`src/rtl/video_timing_gen_if.sv`:
```
// Fetch-side coordinates/strobes and panel sync outputs of video_timing_gen, plus its run enable.
interface video_timing_gen_if #(
    parameter int COORD_W = 10,
    parameter int FRAME_W = 8
);
    logic               en;
    logic [COORD_W-1:0] h_pos;
    logic [COORD_W-1:0] v_pos;
    logic               valid_draw;
    logic               v_blank;
    logic               frame_start;
    logic               line_start;
    logic               vblank_start;
    logic [FRAME_W-1:0] frame_count;
    logic               disp_hsync;
    logic               disp_vsync;
    logic               disp_de;

    modport master (
        input  en,
        output h_pos, v_pos, valid_draw, v_blank, frame_start, line_start,
               vblank_start, frame_count, disp_hsync, disp_vsync, disp_de
    );

    modport slave (
        output en,
        input  h_pos, v_pos, valid_draw, v_blank, frame_start, line_start,
               vblank_start, frame_count, disp_hsync, disp_vsync, disp_de
    );
endinterface

```
`src/rtl/video_timing_gen.sv`:
```
// Parametrised pixel position / sync generator; panel sync and DE lag the fetch side by LOOKAHEAD cycles.
// state    | meaning
// ST_IDLE  | not running: counters held at 0, all fetch outputs inactive
// ST_RUN   | running: counters sweep the frame, decodes active
module video_timing_gen #(
    parameter int COORD_W   = 10,
    parameter int H_ACTIVE  = 480,
    parameter int H_FRONT   = 2,
    parameter int H_SYNC    = 41,
    parameter int H_BACK    = 2,
    parameter int V_ACTIVE  = 272,
    parameter int V_FRONT   = 2,
    parameter int V_SYNC    = 10,
    parameter int V_BACK    = 2,
    parameter int HSYNC_POL = 0,
    parameter int VSYNC_POL = 0,
    parameter int LOOKAHEAD = 2,
    parameter int FRAME_W   = 8
) (
    input logic clk,
    input logic reset,
    video_timing_gen_if.master vt
);

    localparam int H_TOTAL = H_ACTIVE + H_FRONT + H_SYNC + H_BACK;
    localparam int V_TOTAL = V_ACTIVE + V_FRONT + V_SYNC + V_BACK;
    localparam int HS_BEG  = H_ACTIVE + H_FRONT;
    localparam int VS_BEG  = V_ACTIVE + V_FRONT;

    localparam logic [COORD_W-1:0] H_LAST_C   = COORD_W'(H_TOTAL - 1);
    localparam logic [COORD_W-1:0] V_LAST_C   = COORD_W'(V_TOTAL - 1);
    localparam logic [COORD_W-1:0] H_ACT_C    = COORD_W'(H_ACTIVE);
    localparam logic [COORD_W-1:0] V_ACT_C    = COORD_W'(V_ACTIVE);
    localparam logic [COORD_W-1:0] HS_BEG_C   = COORD_W'(HS_BEG);
    localparam logic [COORD_W-1:0] HS_END_C   = COORD_W'(HS_BEG + H_SYNC);
    localparam logic [COORD_W-1:0] VS_BEG_C   = COORD_W'(VS_BEG);
    localparam logic [COORD_W-1:0] VS_END_C   = COORD_W'(VS_BEG + V_SYNC);
    localparam logic               HS_ACT     = (HSYNC_POL != 0);
    localparam logic               VS_ACT     = (VSYNC_POL != 0);

    generate
        if (H_ACTIVE < 1 || H_FRONT < 1 || H_SYNC < 1 || H_BACK < 1 ||
            V_ACTIVE < 1 || V_FRONT < 1 || V_SYNC < 1 || V_BACK < 1 ||
            LOOKAHEAD < 0 || LOOKAHEAD > 7 || COORD_W < 1 || COORD_W > 30 ||
            FRAME_W < 1 || (H_TOTAL - 1) >= (1 << COORD_W) ||
            (V_TOTAL - 1) >= (1 << COORD_W)) begin : g_param_err
            $error("video_timing_gen: illegal timing parameters");
        end
    endgenerate

    typedef enum logic {ST_IDLE = 1'b0, ST_RUN = 1'b1} state_t;

    state_t             state, state_nxt;
    logic               running;
    logic [COORD_W-1:0] h_cnt, v_cnt;
    logic [FRAME_W-1:0] frame_cnt;
    logic               de_raw, hs_raw, vs_raw;
    logic               de_q, hs_q, vs_q;

    always_ff @(posedge clk) begin
        if (reset) state <= ST_IDLE;
        else       state <= state_nxt;
    end

    always_comb begin
        state_nxt = ST_IDLE;
        if (vt.en) state_nxt = ST_RUN;
    end

    assign running = (state == ST_RUN);

    // Dropping en zeroes the counters on the same edge that stops running.
    always_ff @(posedge clk) begin
        if (reset || !vt.en || !running) begin
            h_cnt <= '0;
            v_cnt <= '0;
        end else if (h_cnt == H_LAST_C) begin
            h_cnt <= '0;
            v_cnt <= (v_cnt == V_LAST_C) ? '0 : v_cnt + 1'b1;
        end else begin
            h_cnt <= h_cnt + 1'b1;
        end
    end

    assign de_raw = running && (h_cnt < H_ACT_C) && (v_cnt < V_ACT_C);
    assign hs_raw = running && (h_cnt >= HS_BEG_C) && (h_cnt < HS_END_C);
    assign vs_raw = running && (v_cnt >= VS_BEG_C) && (v_cnt < VS_END_C);

    assign vt.h_pos        = h_cnt;
    assign vt.v_pos        = v_cnt;
    assign vt.valid_draw   = de_raw;
    assign vt.v_blank      = running && (v_cnt >= V_ACT_C);
    assign vt.line_start   = running && (h_cnt == '0);
    assign vt.frame_start  = running && (h_cnt == '0) && (v_cnt == '0);
    assign vt.vblank_start = running && (h_cnt == '0) && (v_cnt == V_ACT_C);
    assign vt.frame_count  = frame_cnt;

    always_ff @(posedge clk) begin
        if (reset)               frame_cnt <= '0;
        else if (vt.frame_start) frame_cnt <= frame_cnt + 1'b1;
    end

    // Delay stages hold active-high raw flags; 0 is the inactive fill value.
    generate
        if (LOOKAHEAD == 0) begin : g_nodly
            assign de_q = de_raw;
            assign hs_q = hs_raw;
            assign vs_q = vs_raw;
        end else begin : g_dly
            logic [LOOKAHEAD-1:0] de_sr, hs_sr, vs_sr;

            always_ff @(posedge clk) begin
                if (reset) begin
                    de_sr <= '0;
                    hs_sr <= '0;
                    vs_sr <= '0;
                end else begin
                    de_sr[0] <= de_raw;
                    hs_sr[0] <= hs_raw;
                    vs_sr[0] <= vs_raw;
                    for (int i = 1; i < LOOKAHEAD; i++) begin
                        de_sr[i] <= de_sr[i-1];
                        hs_sr[i] <= hs_sr[i-1];
                        vs_sr[i] <= vs_sr[i-1];
                    end
                end
            end

            assign de_q = de_sr[LOOKAHEAD-1];
            assign hs_q = hs_sr[LOOKAHEAD-1];
            assign vs_q = vs_sr[LOOKAHEAD-1];
        end
    endgenerate

    assign vt.disp_de    = de_q;
    assign vt.disp_hsync = HS_ACT ? hs_q : ~hs_q;
    assign vt.disp_vsync = VS_ACT ? vs_q : ~vs_q;

endmodule

```
`src/flat_wrapper.sv`:
```
// flat-port wrapper written by rule: the top's interface ports become plain ports
module video_timing_gen_flat 
#(
    parameter int COORD_W   = 10,
    parameter int H_ACTIVE  = 480,
    parameter int H_FRONT   = 2,
    parameter int H_SYNC    = 41,
    parameter int H_BACK    = 2,
    parameter int V_ACTIVE  = 272,
    parameter int V_FRONT   = 2,
    parameter int V_SYNC    = 10,
    parameter int V_BACK    = 2,
    parameter int HSYNC_POL = 0,
    parameter int VSYNC_POL = 0,
    parameter int LOOKAHEAD = 2,
    parameter int FRAME_W   = 8
)
  (clk, reset, vt_en, vt_h_pos, vt_v_pos, vt_valid_draw, vt_v_blank, vt_frame_start, vt_line_start, vt_vblank_start, vt_frame_count, vt_disp_hsync, vt_disp_vsync, vt_disp_de);
  video_timing_gen_if #(.COORD_W(COORD_W), .FRAME_W(FRAME_W)) vt_i ();
  input logic clk;
  input logic reset;
  input wire logic [$bits(vt_i.en)-1:0] vt_en;
  output wire logic [$bits(vt_i.h_pos)-1:0] vt_h_pos;
  output wire logic [$bits(vt_i.v_pos)-1:0] vt_v_pos;
  output wire logic [$bits(vt_i.valid_draw)-1:0] vt_valid_draw;
  output wire logic [$bits(vt_i.v_blank)-1:0] vt_v_blank;
  output wire logic [$bits(vt_i.frame_start)-1:0] vt_frame_start;
  output wire logic [$bits(vt_i.line_start)-1:0] vt_line_start;
  output wire logic [$bits(vt_i.vblank_start)-1:0] vt_vblank_start;
  output wire logic [$bits(vt_i.frame_count)-1:0] vt_frame_count;
  output wire logic [$bits(vt_i.disp_hsync)-1:0] vt_disp_hsync;
  output wire logic [$bits(vt_i.disp_vsync)-1:0] vt_disp_vsync;
  output wire logic [$bits(vt_i.disp_de)-1:0] vt_disp_de;
  assign vt_i.en = vt_en;
  assign vt_h_pos = vt_i.h_pos;
  assign vt_v_pos = vt_i.v_pos;
  assign vt_valid_draw = vt_i.valid_draw;
  assign vt_v_blank = vt_i.v_blank;
  assign vt_frame_start = vt_i.frame_start;
  assign vt_line_start = vt_i.line_start;
  assign vt_vblank_start = vt_i.vblank_start;
  assign vt_frame_count = vt_i.frame_count;
  assign vt_disp_hsync = vt_i.disp_hsync;
  assign vt_disp_vsync = vt_i.disp_vsync;
  assign vt_disp_de = vt_i.disp_de;
  video_timing_gen #(.COORD_W(COORD_W), .H_ACTIVE(H_ACTIVE), .H_FRONT(H_FRONT), .H_SYNC(H_SYNC), .H_BACK(H_BACK), .V_ACTIVE(V_ACTIVE), .V_FRONT(V_FRONT), .V_SYNC(V_SYNC), .V_BACK(V_BACK), .HSYNC_POL(HSYNC_POL), .VSYNC_POL(VSYNC_POL), .LOOKAHEAD(LOOKAHEAD), .FRAME_W(FRAME_W)) u_core (.clk(clk), .reset(reset), .vt(vt_i));
endmodule
```
`config.mk`:
```
export PLATFORM = sky130hd
export DESIGN_NAME = video_timing_gen_flat
export DESIGN_NICKNAME = d
export VERILOG_FILES = /design/src/rtl/video_timing_gen_if.sv /design/src/rtl/video_timing_gen.sv /design/src/flat_wrapper.sv
export SDC_FILE = /design/constraint.sdc
export NUM_CORES = 1
export LEC_CHECK = 0
export CAP_MARGIN = 5
export CORE_UTILIZATION = 53
export CTS_CLUSTER_SIZE = 40
export DETAILED_ROUTE_END_ITERATION = 7
export GPL_ROUTABILITY_DRIVEN = 0
export PLACE_DENSITY = 0.83
export SYNTH_ARGS = -nofsm -noshare
export SYNTH_HDL_FRONTEND = slang
export SYNTH_SLANG_ARGS = --single-unit
```
`constraint.sdc`:
```
create_clock -name clk -period 3.3 [get_ports clk]
set_input_delay 0.33 -clock clk [delete_from_list [all_inputs] [get_ports clk]]
set_output_delay 0.33 -clock clk [all_outputs]
set_load 0.02 [all_outputs]
```
## Word level (Yosys, flattened, before mapping)

Index checks and enable logic that the tools add are counted.

| operators by class | value |
|---|---|
| muxes and demuxes | 2 |
| shifts and indexed selects | 0 |
| multipliers | 0 |
| bitwise logic cells | 2 |
| equal/unequal tests | 3 |
| $add $sub $neg | 3 |
| $lt $le $gt $ge | 7 |
| reductions and logical operators | 17 |
| divide/modulo/power cells | 0 |

Operator list:

| cell | count |
|---|---|
| 10-bit by 9-bit >= comparator with 1-bit output (second input constant) | 3 |
| 10-bit by 9-bit < comparator with 1-bit output (second input constant) | 3 |
| 10-bit by 1-bit adder with 10-bit output (second input constant) | 2 |
| 10-bit by 9-bit equality test with 1-bit output (second input constant) | 2 |
| 10-bit zero test | 2 |
| 10-bit equality test (second input constant) | 1 |
| 1-bit logical AND | 10 |
| 10-bit < comparator (second input constant) | 1 |
| 10-bit 2-to-1 mux | 1 |
| 8-bit by 1-bit adder with 8-bit output (second input constant) | 1 |
| 1-bit zero test | 2 |
| 1-bit logical OR | 2 |
| 1-bit NOT | 2 |
| 2-bit OR reduction | 1 |
| 1-bit 2-to-1 mux | 1 |

| storage, ports and cells | value |
|---|---|
| output and inout port bits | 36 |
| memory bits (read-only) | 0 |
| register bits | 35 |
| input port bits | 3 |
| latch bits | 0 |
| memory bits (writable) | 0 |
| memories | 0 |
| word-level logic and storage cells | 41 |

## Logic depth before layout (Yosys ltp)

Gate-level depths: netlist of run 1.

| logic depth | value |
|---|---|
| word-level depth | 4 |
| depth in mapped cells | 8 |
| mapped depth without buffers | 6 |

## Worst setup path before layout of run 1

Ideal clock, no wire load.

| path | value |
|---|---|
| kind | flip-flop to output port |
| from | reg u_core.h_cnt[7] (netlist: u_core.vt.h_pos[7]) |
| to | out vt_frame_start |
| required time | 2970 ps |
| buffers on the path | 2 |
| stages on the path, launching flop included | 6 |
| setup slack | 932 ps |
| arrival | 2038 ps |
| cell sequence | dfxtp_1 or4_4 buf_6 or4_1 clkbuf_1 nor2_1 |

| between the ends | value |
|---|---|
| cells in the longest elaborated chain, start to end | 3 |

RTL lines:

| element | RTL line | text |
|---|---|---|
| start, declared | video_timing_gen.sv:55 | `logic [COORD_W-1:0] h_cnt, v_cnt;` |
| start signal, assigned | video_timing_gen.sv:81 | `h_cnt <= h_cnt + 1'b1;` |
| 10-bit zero test | video_timing_gen.sv:94 | `assign vt.frame_start = running && (h_cnt == '0) && (v_cnt == '0);` |
| 1-bit logical AND (2 in a row) | video_timing_gen.sv:94 |  |
| end, declared | flat_wrapper.sv:27 | `output wire logic [$bits(vt_i.frame_start)-1:0] vt_frame_start;` |

Every way passes these cells.

## Final worst setup path of run 1

| path | value |
|---|---|
| from | reg u_core.h_cnt[2] (netlist: u_core.vt.h_pos[2]) |
| to | out vt_vblank_start |

| between the ends | value |
|---|---|
| cells in the longest elaborated chain, start to end | 3 |

RTL lines:

| element | RTL line | text |
|---|---|---|
| 10-bit zero test | video_timing_gen.sv:95 | `assign vt.vblank_start = running && (h_cnt == '0) && (v_cnt == V_ACT_C);` |
| 1-bit logical AND (2 in a row) | video_timing_gen.sv:95 |  |
| end, declared | flat_wrapper.sv:29 | `output wire logic [$bits(vt_i.vblank_start)-1:0] vt_vblank_start;` |

Every way passes these cells.

==> results of run 1 <==
==> cell type report <==
class,instances,share of cell area
timing repair buffer,38,0.175
clock inverter,1,0.00230
clock buffer,7,0.0207
tap,44,0.0253
sequential,35,0.323
inverter,8,0.0138
multi-input combinational,154,0.440
==> synth_stat cells (2+ instances only) <==
cell type,n
nor2_1,23
nand2b_1,3
xnor2_1,10
or3_1,3
nor2b_1,7
nor4_1,5
xor2_1,2
o21ai_0,4
and3_1,4
a21oi_1,13
nand3_1,9
ha_1,6
buf_2,2
or4_1,9
o31ai_1,6
inv_1,8
nand4_1,7
nor3_1,10
nand2_1,14
dfxtp_1,35
and2_1,2
nand4b_1,3
clkbuf_1,9
o41ai_1,3
==> logic make-up after synthesis <==
logic type	count (synthesis)
AOI/OAI and AO/OA	30
xor gates and xnor gates	12
adders and majority gates	6
buffers and inverters	21
DFF	35
and+or+nand+nor	106
==> critical path, delay by kind of cell (launching register included) <==
kind          cells  cell delay (ns)
simple gates      3             1.41
buf+inv           1             0.62
flops             1             0.41
==> metrics by stage <==
step	power, W	util
after CTS	0.000695	0.706
after global routing	0.000719	0.706
after floorplan	0.000457	-
final	0.000685	0.706
after detailed placement	0.000471	0.689
after global placement	0.000471	0.689
==> path summary, 6_finish.rpt <==
path	to	slack, ns	cells past startpoint
max	vt_vblank_start	0.20	4
min	u_core.g_dly.de_sr[1]$_SDFF_PP0_	0.44	1
max reg2reg	u_core.vt.frame_count[3]$_SDFFE_PP0P_	0.95	4
min reg2reg	u_core.g_dly.de_sr[1]$_SDFF_PP0_	0.44	1
==> where the power goes <==
part	switching [W]	internal [W]
clock network	0.000140	0.0000829
logic	0.0000191	0.0000139
registers	0.00000355	0.000425
total	0.000163	0.000522
==> per-layer routing <==
layer  routed length, um  vias to the layer above
li1                    -                      823
met1                1890                      750
met2                1700                       33
met3                 163                        7
met4                  70                        0
met5                   0                        -
==> state kept, by name, indices dropped and copies added (netlist names) <==
register / count
u_core.vt.h_pos: 10
u_core.vt.v_pos: 10
u_core.vt.frame_count: 8
u_core.g_dly.de_sr: 2
u_core.g_dly.hs_sr: 2
u_core.g_dly.vs_sr: 2
u_core.running: 1
==> impl_metrics.py, run 1 <==
metrics = {
    "sta": {
        "rsz0062_at_grt": "no",
        "finalWorstSetupSlack_ns": 0.196,
        "fin_crit_sh": 0.940,
        "min_period_ns": 3.10,
        "fmax_mhz": 322,
        "setup_viol": 0,
        "setup-tns-final_ns": 0,
        "holdWs_ns": 0.444,
        "fin_skew_ns": 0.00914,
        "worst_slew_margin_rel": 0.442,
        "hold_viol_final": 0,
        "worst-slew-pin-transition_ns": 0.830,
        "report.final.slew_viol_count": 0,
    },
    "global_route": {
        "grt_pass1_vias": 1401,
        "grt_max_degree": 15,
        "overflow": 0,
        "grtUsageMet1": 0.329,
        "busiest_layer": "met2",
        "antenna_found_initial": 0,
        "grtUsageTotal": 0.250,
        "grt_util_met3": 0.0830,
        "grt_pass1_wl_um": 6530,
        "grt_use_met2": 0.364,
    },
    "floorplan": {
        "pin_count": 39,
        "fp.dieArea_um2": 3530,
        "start_util": 0.567,
        "core_um2": 3080,
        "die_w_um": 59.4,
        "dieHeight_um": 59.4,
        "std_cell_rows": 20,
    },
    "run": {
        "max-cap-violations": 0,
    },
    "synthesis": {
        "async_reset_ff_frac": 0,
        "synth-main-ff-cell": "dfxtp_1",
        "synthCells": 210,
        "seq_area_frac_synth": 0.401,
        "yosys.area_share.simple": 0.338,
        "synth_fa_ha_area_frac": 0.0430,
        "synth_top_area_frac": 0.401,
        "yosysTopAreaCell": "dfxtp_1",
        "synth_xor_area_frac": 0.0602,
        "synth_top_family_by_area": "simple AND/OR/NAND/NOR gates",
        "synth_edf_count": 0,
        "synth_nets": 219,
        "yosys-top-cells-area": "dfxtp_1 40%, xnor2_1 5.0%, nor2_1 4.9%, ha_1 4.3%, or4_1 3.9%",
        "netlist-cell-type-count": 37,
        "syn_area_um2": 1750,
        "ys_ff_latch": 35,
        "avgSynthCellArea_um2": 8.32,
        "synthMuxAreaShare": 0,
        "synth-compound-area-share": 0.106,
        "yosys_warnings": 0,
    },
    "placed_design": {
        "post_dp_cell_area_um2": 2120,
        "place_ws_ns": 0.595,
        "place_hpwl_um": 2700,
        "io_buffers": 38,
        "dp_cells": 279,
    },
    "cells_and_area": {
        "nFillCells": 249,
        "syn2layout_area_growth_pct": 24.4,
        "diodes": 0,
        "layout_commonest_cell": "clkdlybuf4s50_1",
        "stdcell_area_um2": 2170,
        "final_cell_mix": "38 x clkdlybuf4s50_1, 35 x dfxtp_1, 23 x nor2_1",
        "regArea_um2": 701,
        "multi_input_area_um2": 956,
        "nets": 251,
        "final_cells": 287,
        "drive_gt1_frac": 0.0329,
    },
    "clocking": {
        "cts_tree": "yes",
        "clkTransAtPathRegs_ns": 0.10,
        "cts.sink_count": 35,
        "cts-resized-gates": 0,
        "clk-insertion-delay-late_ns": 0.35,
        "cts_buffers": 5,
        "clk_path_buf_depth": 2,
        "postCtsSetupRepairBufs": 0,
        "htree_levels": 2,
        "clockRootBuffer": "clkbuf_4",
        "cts_hold_buf": 0,
    },
    "route": {
        "final_antenna_net_count": 0,
        "via_per_inst": 5.62,
        "drc_errors": 0,
        "num_vias": 1613,
        "finalWirelength_um": 3820,
        "avgRoutedWirePerCell_um": 13.3,
        "drt_iter0_markers": 91,
        "first_pass_iters": 4,
    },
    "setup_path": {
        "critical-path-slowest-cell": "or4_1",
        "cp-startpoint": "u_core.vt.h_pos[2]$_SDFF_PP0_",
        "worst_ep_required_time_ns": 2.97,
        "r2r_start": "u_core.vt.h_pos[2]$_SDFF_PP0_",
        "max_stage_delay_ns": 0.63,
        "path_max_fanout": 10,
        "crit_chain": "or4b_1 -> or4_1 -> nor2_1 -> clkdlybuf4s50_1",
        "end_kind": "output pin",
        "cp.arrival_ns": 2.77,
        "worst_setup_path_start_kind": "register",
        "path_class": "register to output pin",
    },
    "worst_hold_path": {
        "hp-start": "u_core.g_dly.de_sr[0]$_SDFF_PP0_",
        "worstHoldPathType": "register to register",
    },
    "power_and_ir_drop": {
        "ir_worst_vdd_uv": 251,
        "power.leakage_nw": 0.678,
        "pwr_density_cell_nw_per_um2": 315,
    },
    "run_status": {
        "status": "completed",
    },
}
Note: power is estimated with default switching activity, not from simulation.
==> run 2, diff against run 1 <==
CORE_UTILIZATION = 45   (was 53)
PLACE_DENSITY = 0.75   (was 0.83)
clock period = 2.77 ns   (was 3.3 ns; I/O delays follow)
==> run 2 against run 1 <==
Total power is 34% higher. Global-route usage fell by 3.6 points. Critical endpoint is now vt_valid_draw. Utilization decreased by 7.7 points. Worst hold slack lost 0.0049 ns. Largest power group unchanged. Setup slack lost 0.029 ns. Die area rose by 17%. Critical path depth unchanged. Clock power rose by 65%. Sequential share of layout area shrank 2.0 points. First-iteration DRC count increased by 80%. Design area grew 6.7%. Non-clock buffer count increased by 14.
==> impl_metrics.py, run 2 (synthesis results as in run 1) <==
metrics = {
    "run_status": {
        "status": "completed",
    },
    "setup_path": {
        "end_kind": "output pin",
        "worst_ep_required_time_ns": 2.49,
        "worst_setup_path_start_kind": "register",
        "max_stage_delay_ns": 0.61,
        "path_max_fanout": 7,
        "r2r_cells": 5,
        "r2r_start": "u_core.vt.h_pos[7]$_SDFF_PP0_",
        "reg2reg_to": "u_core.vt.frame_count[3]$_SDFFE_PP0P_",
        "critical-path-slowest-cell": "or4_1",
        "crit_chain": "or4_1 -> a21oi_1 -> and4b_1 -> clkdlybuf4s50_1",
        "path_class": "register to output pin",
        "cp.arrival_ns": 2.33,
        "r2r_slack_ns": 0.34,
    },
    "sta": {
        "hold_viol_final": 0,
        "setup-tns-final_ns": 0,
        "fin_crit_sh": 0.939,
        "rsz0062_at_grt": "no",
        "fmax_mhz": 384,
        "report.final.slew_viol_count": 0,
        "worst_slew_margin_rel": 0.726,
        "setup_viol": 0,
        "worst-slew-pin-transition_ns": 0.410,
        "min_period_ns": 2.60,
        "fin_skew_ns": 0.00344,
    },
    "route": {
        "first_pass_iters": 4,
        "avgRoutedWirePerCell_um": 13.1,
        "drc_errors": 0,
        "finalWirelength_um": 3980,
        "drt_iter0_markers": 164,
        "final_antenna_net_count": 0,
        "num_vias": 1698,
        "via_per_inst": 5.59,
    },
    "power_and_ir_drop": {
        "power.leakage_nw": 0.777,
        "pwr_density_cell_nw_per_um2": 397,
        "ir_worst_vdd_uv": 337,
        "finalPower_w": 0.000921,
    },
    "worst_hold_path": {
        "worstHoldPathType": "register to register",
        "hold_depth": 1,
        "hp-start": "u_core.g_dly.de_sr[0]$_SDFF_PP0_",
        "hold_end": "u_core.g_dly.de_sr[1]$_SDFF_PP0_",
    },
    "clocking": {
        "htree_levels": 2,
        "clkTransAtPathRegs_ns": 0.07,
        "cts-resized-gates": 2,
        "clockRootBuffer": "clkbuf_8",
        "cts_tree": "yes",
        "postCtsSetupRepairBufs": 0,
        "clk-insertion-delay-late_ns": 0.28,
        "clk_path_buf_depth": 2,
        "cts.sink_count": 35,
        "cts_hold_buf": 0,
        "cts_buffers": 5,
    },
    "global_route": {
        "grt_pass1_vias": 1554,
        "grt_max_degree": 15,
        "antenna_found_initial": 0,
        "grt_pass1_wl_um": 6950,
        "grtUsageTotal": 0.214,
        "overflow": 0,
    },
    "cells_and_area": {
        "syn2layout_area_growth_pct": 32.7,
        "final_cell_mix": "36 x clkdlybuf4s50_1, 35 x dfxtp_1, 23 x nor2_1",
        "drive_gt1_frac": 0.0898,
        "diodes": 0,
        "nets": 265,
        "layout_commonest_cell": "clkdlybuf4s50_1",
    },
    "placed_design": {
        "io_buffers": 38,
        "place_hpwl_um": 2850,
    },
    "floorplan": {
        "dieHeight_um": 64.3,
        "pin_count": 39,
        "start_util": 0.474,
        "std_cell_rows": 22,
        "core_um2": 3690,
        "fp.dieArea_um2": 4130,
        "die_w_um": 64.3,
    },
    "run": {
        "max-cap-violations": 0,
    },
}
run 2: how the worst max path moves through the flow:
stage,to,start
global route,vt_valid_draw,u_core.vt.v_pos[5]$_SDFFE_PP0P_
detailed placement,vt_frame_start,u_core.vt.h_pos[7]$_SDFF_PP0_
floorplan,u_core.vt.frame_count[3]$_SDFFE_PP0P_,u_core.vt.h_pos[7]$_SDFF_PP0_
global placement,vt_frame_start,u_core.vt.h_pos[7]$_SDFF_PP0_
finish,vt_valid_draw,u_core.vt.v_pos[5]$_SDFFE_PP0P_
CTS,vt_valid_draw,u_core.vt.v_pos[5]$_SDFFE_PP0P_
run 2: stage by stage:
step           hold slack (ns)  utilization  instances  setup slack, ns  cell area, um2
3_3_place_gp             0.420        0.605        297            0.270            2230
5_1_grt                  0.462        0.628        304           0.0618            2320
6_report                 0.439        0.628        304            0.168            2320
3_5_place_dp             0.427        0.605        297            0.257            2230
2_1_floorplan            0.349            -        210            0.406            1750
4_1_cts                  0.447        0.628        304            0.144            2320
run 2: per-layer routing:
layer | vias to the layer above | GRT usage | wire length, um
met5 | - | 0 | 0
met4 | 0 | 0.0667 | 43
met3 | 5 | 0.0589 | 205
met2 | 39 | 0.342 | 1810
met1 | 808 | 0.278 | 1920
li1 | 846 | - | -
run 2: final cells by class:
type,count,area (um2)
fill,358,1370
multi-input combinational,154,956
sequential,35,701
timing repair buffer,52,483
clock buffer,6,82.6
tap,48,60.1
inverter,8,30.0
clock inverter,1,5.00
run 2: report_power, final:
part	total (W)	switching [W]	internal (W)	leakage, nW
Clock	0.000367	0.000172	0.000195	0.0470
Sequential	0.000511	0.00000400	0.000507	0.283
Combinational	0.0000435	0.0000237	0.0000198	0.447
Total	0.000921	0.000199	0.000722	0.777
run 2: worst max-delay path: cells and delay by family, from the launching register on:
kind                   cells  cell delay [ns]
AND/OR/NAND/NOR            2             0.84
flip-flops                 1             0.36
buffers and inverters      1             0.61
AO/OA/AOI/OAI              1             0.24
==> run 3, diff against run 2 <==
CTS_CLUSTER_SIZE = unset   (was 40)
GPL_ROUTABILITY_DRIVEN = 1   (was 0)
MAX_ROUTING_LAYER = met4   (was unset)
==> run 3 against run 2 <==
Final cell count unchanged. Worst hold slack hardly changed. Sequential cell count is the same. Via count is 0.41% higher. Total power is essentially flat. Utilization is the same. Sequential share of layout area unchanged. Combinational power about the same. Clock power about the same. Maximum frequency about the same. Clock skew is essentially flat.
==> impl_metrics.py, run 3 (synthesis results as in run 1) <==
metrics = {
    "clocking": {
        "cts_buffers": 5,
        "clockRootBuffer": "clkbuf_8",
        "clk-insertion-delay-late_ns": 0.28,
        "clkTransAtPathRegs_ns": 0.07,
        "clk_path_buf_depth": 2,
        "cts_tree": "yes",
        "htree_levels": 2,
        "cts_hold_buf": 0,
        "cts.sink_count": 35,
    },
    "sta": {
        "fin_skew_ns": 0.00332,
        "setup_viol": 0,
        "hold_viol_final": 0,
        "worst_slew_margin_rel": 0.726,
        "holdWs_ns": 0.439,
        "rsz0062_at_grt": "no",
        "fin_crit_sh": 0.940,
        "min_period_ns": 2.60,
        "report.final.slew_viol_count": 0,
        "fmax_mhz": 384,
        "setup-tns-final_ns": 0,
        "worst-slew-pin-transition_ns": 0.411,
    },
    "run_status": {
        "status": "completed",
    },
    "run": {
        "max-cap-violations": 0,
    },
    "global_route": {
        "grt_pass1_wl_um": 6960,
        "antenna_found_initial": 0,
        "overflow": 0,
        "grt_pass1_vias": 1553,
        "grt_max_degree": 15,
        "grtUsageTotal": 0.220,
    },
    "power_and_ir_drop": {
        "power.leakage_nw": 0.777,
        "ir_worst_vdd_uv": 338,
        "pwr_density_cell_nw_per_um2": 397,
    },
    "placed_design": {
        "place_congestion": 0.808,
        "io_buffers": 38,
        "place_hpwl_um": 2850,
    },
    "setup_path": {
        "reg2reg_to": "u_core.vt.frame_count[3]$_SDFFE_PP0P_",
        "path_max_fanout": 7,
        "worst_ep_required_time_ns": 2.49,
        "worst_setup_path_start_kind": "register",
        "path_class": "register to output pin",
        "r2r_cells": 5,
        "r2r_start": "u_core.vt.h_pos[7]$_SDFF_PP0_",
        "end_kind": "output pin",
        "r2r_slack_ns": 0.34,
        "cp.arrival_ns": 2.33,
    },
    "worst_hold_path": {
        "hp-start": "u_core.g_dly.vs_sr[0]$_SDFF_PP0_",
        "hold_depth": 1,
        "hold_end": "u_core.g_dly.vs_sr[1]$_SDFF_PP0_",
        "worstHoldPathType": "register to register",
    },
    "route": {
        "drt_iter0_markers": 163,
        "drc_errors": 0,
        "finalWirelength_um": 3970,
        "final_antenna_net_count": 0,
        "num_vias": 1705,
        "via_per_inst": 5.61,
        "avgRoutedWirePerCell_um": 13.1,
        "first_pass_iters": 5,
    },
    "cells_and_area": {
        "final_cell_mix": "36 x clkdlybuf4s50_1, 35 x dfxtp_1, 23 x nor2_1",
        "drive_gt1_frac": 0.0898,
        "layout_commonest_cell": "clkdlybuf4s50_1",
        "syn2layout_area_growth_pct": 32.7,
        "diodes": 0,
        "nets": 265,
    },
    "floorplan": {
        "start_util": 0.474,
        "fp.dieArea_um2": 4130,
        "pin_count": 39,
        "core_um2": 3690,
        "die_w_um": 64.3,
        "std_cell_rows": 22,
        "dieHeight_um": 64.3,
    },
}
run 3: area by class of cell:
class / instances / area [um2]
clock inverters: 1 / 5.00
multi-input cells: 154 / 956
clock buffers: 6 / 82.6
inverters: 8 / 30.0
flip-flops and latches: 35 / 701
well taps: 48 / 60.1
repair buffers: 52 / 483
fillers: 358 / 1370
run 3: worst max-delay path by stage:
stage / start / endpoint / cells after the start
after detailed placement: u_core.vt.h_pos[7]$_SDFF_PP0_ / vt_frame_start / 4
after CTS: u_core.vt.v_pos[5]$_SDFFE_PP0P_ / vt_valid_draw / 4
after floorplan: u_core.vt.h_pos[7]$_SDFF_PP0_ / u_core.vt.frame_count[3]$_SDFFE_PP0P_ / 6
after global placement: u_core.vt.h_pos[7]$_SDFF_PP0_ / vt_frame_start / 4
final: u_core.vt.v_pos[5]$_SDFFE_PP0P_ / vt_valid_draw / 4
after global routing: u_core.vt.v_pos[5]$_SDFFE_PP0P_ / vt_valid_draw / 4
run 3: report_power, final:
part / leakage (nW) / internal, W / total [W] / switching [W]
logic: 0.447 / 0.0000198 / 0.0000436 / 0.0000237
clock network: 0.0470 / 0.000195 / 0.000367 / 0.000172
registers: 0.283 / 0.000507 / 0.000511 / 0.00000401
total: 0.777 / 0.000722 / 0.000921 / 0.000199
run 3: timing repair:
item / in CTS / in global routing
endpoints found under the setup margin: 2 / 0
gates resized for setup: 2 / 0
setup buffers: 0 / 0
run 3: per-layer routing:
layer | global-route usage | vias to the layer above | part of all wire
met3 | 0.0589 | 5 | 0.055
met1 | 0.278 | 809 | 0.49
met5 | - | - | 0
li1 | - | 844 | -
met4 | 0.0667 | 0 | 0.012
met2 | 0.342 | 47 | 0.45
run 3: critical path: stages (launching register included):
cell             delay [ns]
dfxtp_1                0.36
or4_1                  0.61
a21oi_1                0.24
and4b_1                0.23
clkdlybuf4s50_1        0.61
run 3: through the flow:
stage	utilization	power, W	instance area, um2	worst slack [ns]	instances
after floorplan	-	0.000545	1750	0.406	210
after global placement	0.605	0.000566	2230	0.270	297
after detailed placement	0.605	0.000566	2230	0.257	297
after CTS	0.628	0.000930	2320	0.144	304
after global routing	0.628	0.000961	2320	0.0618	304
final	0.628	0.000921	2320	0.166	304
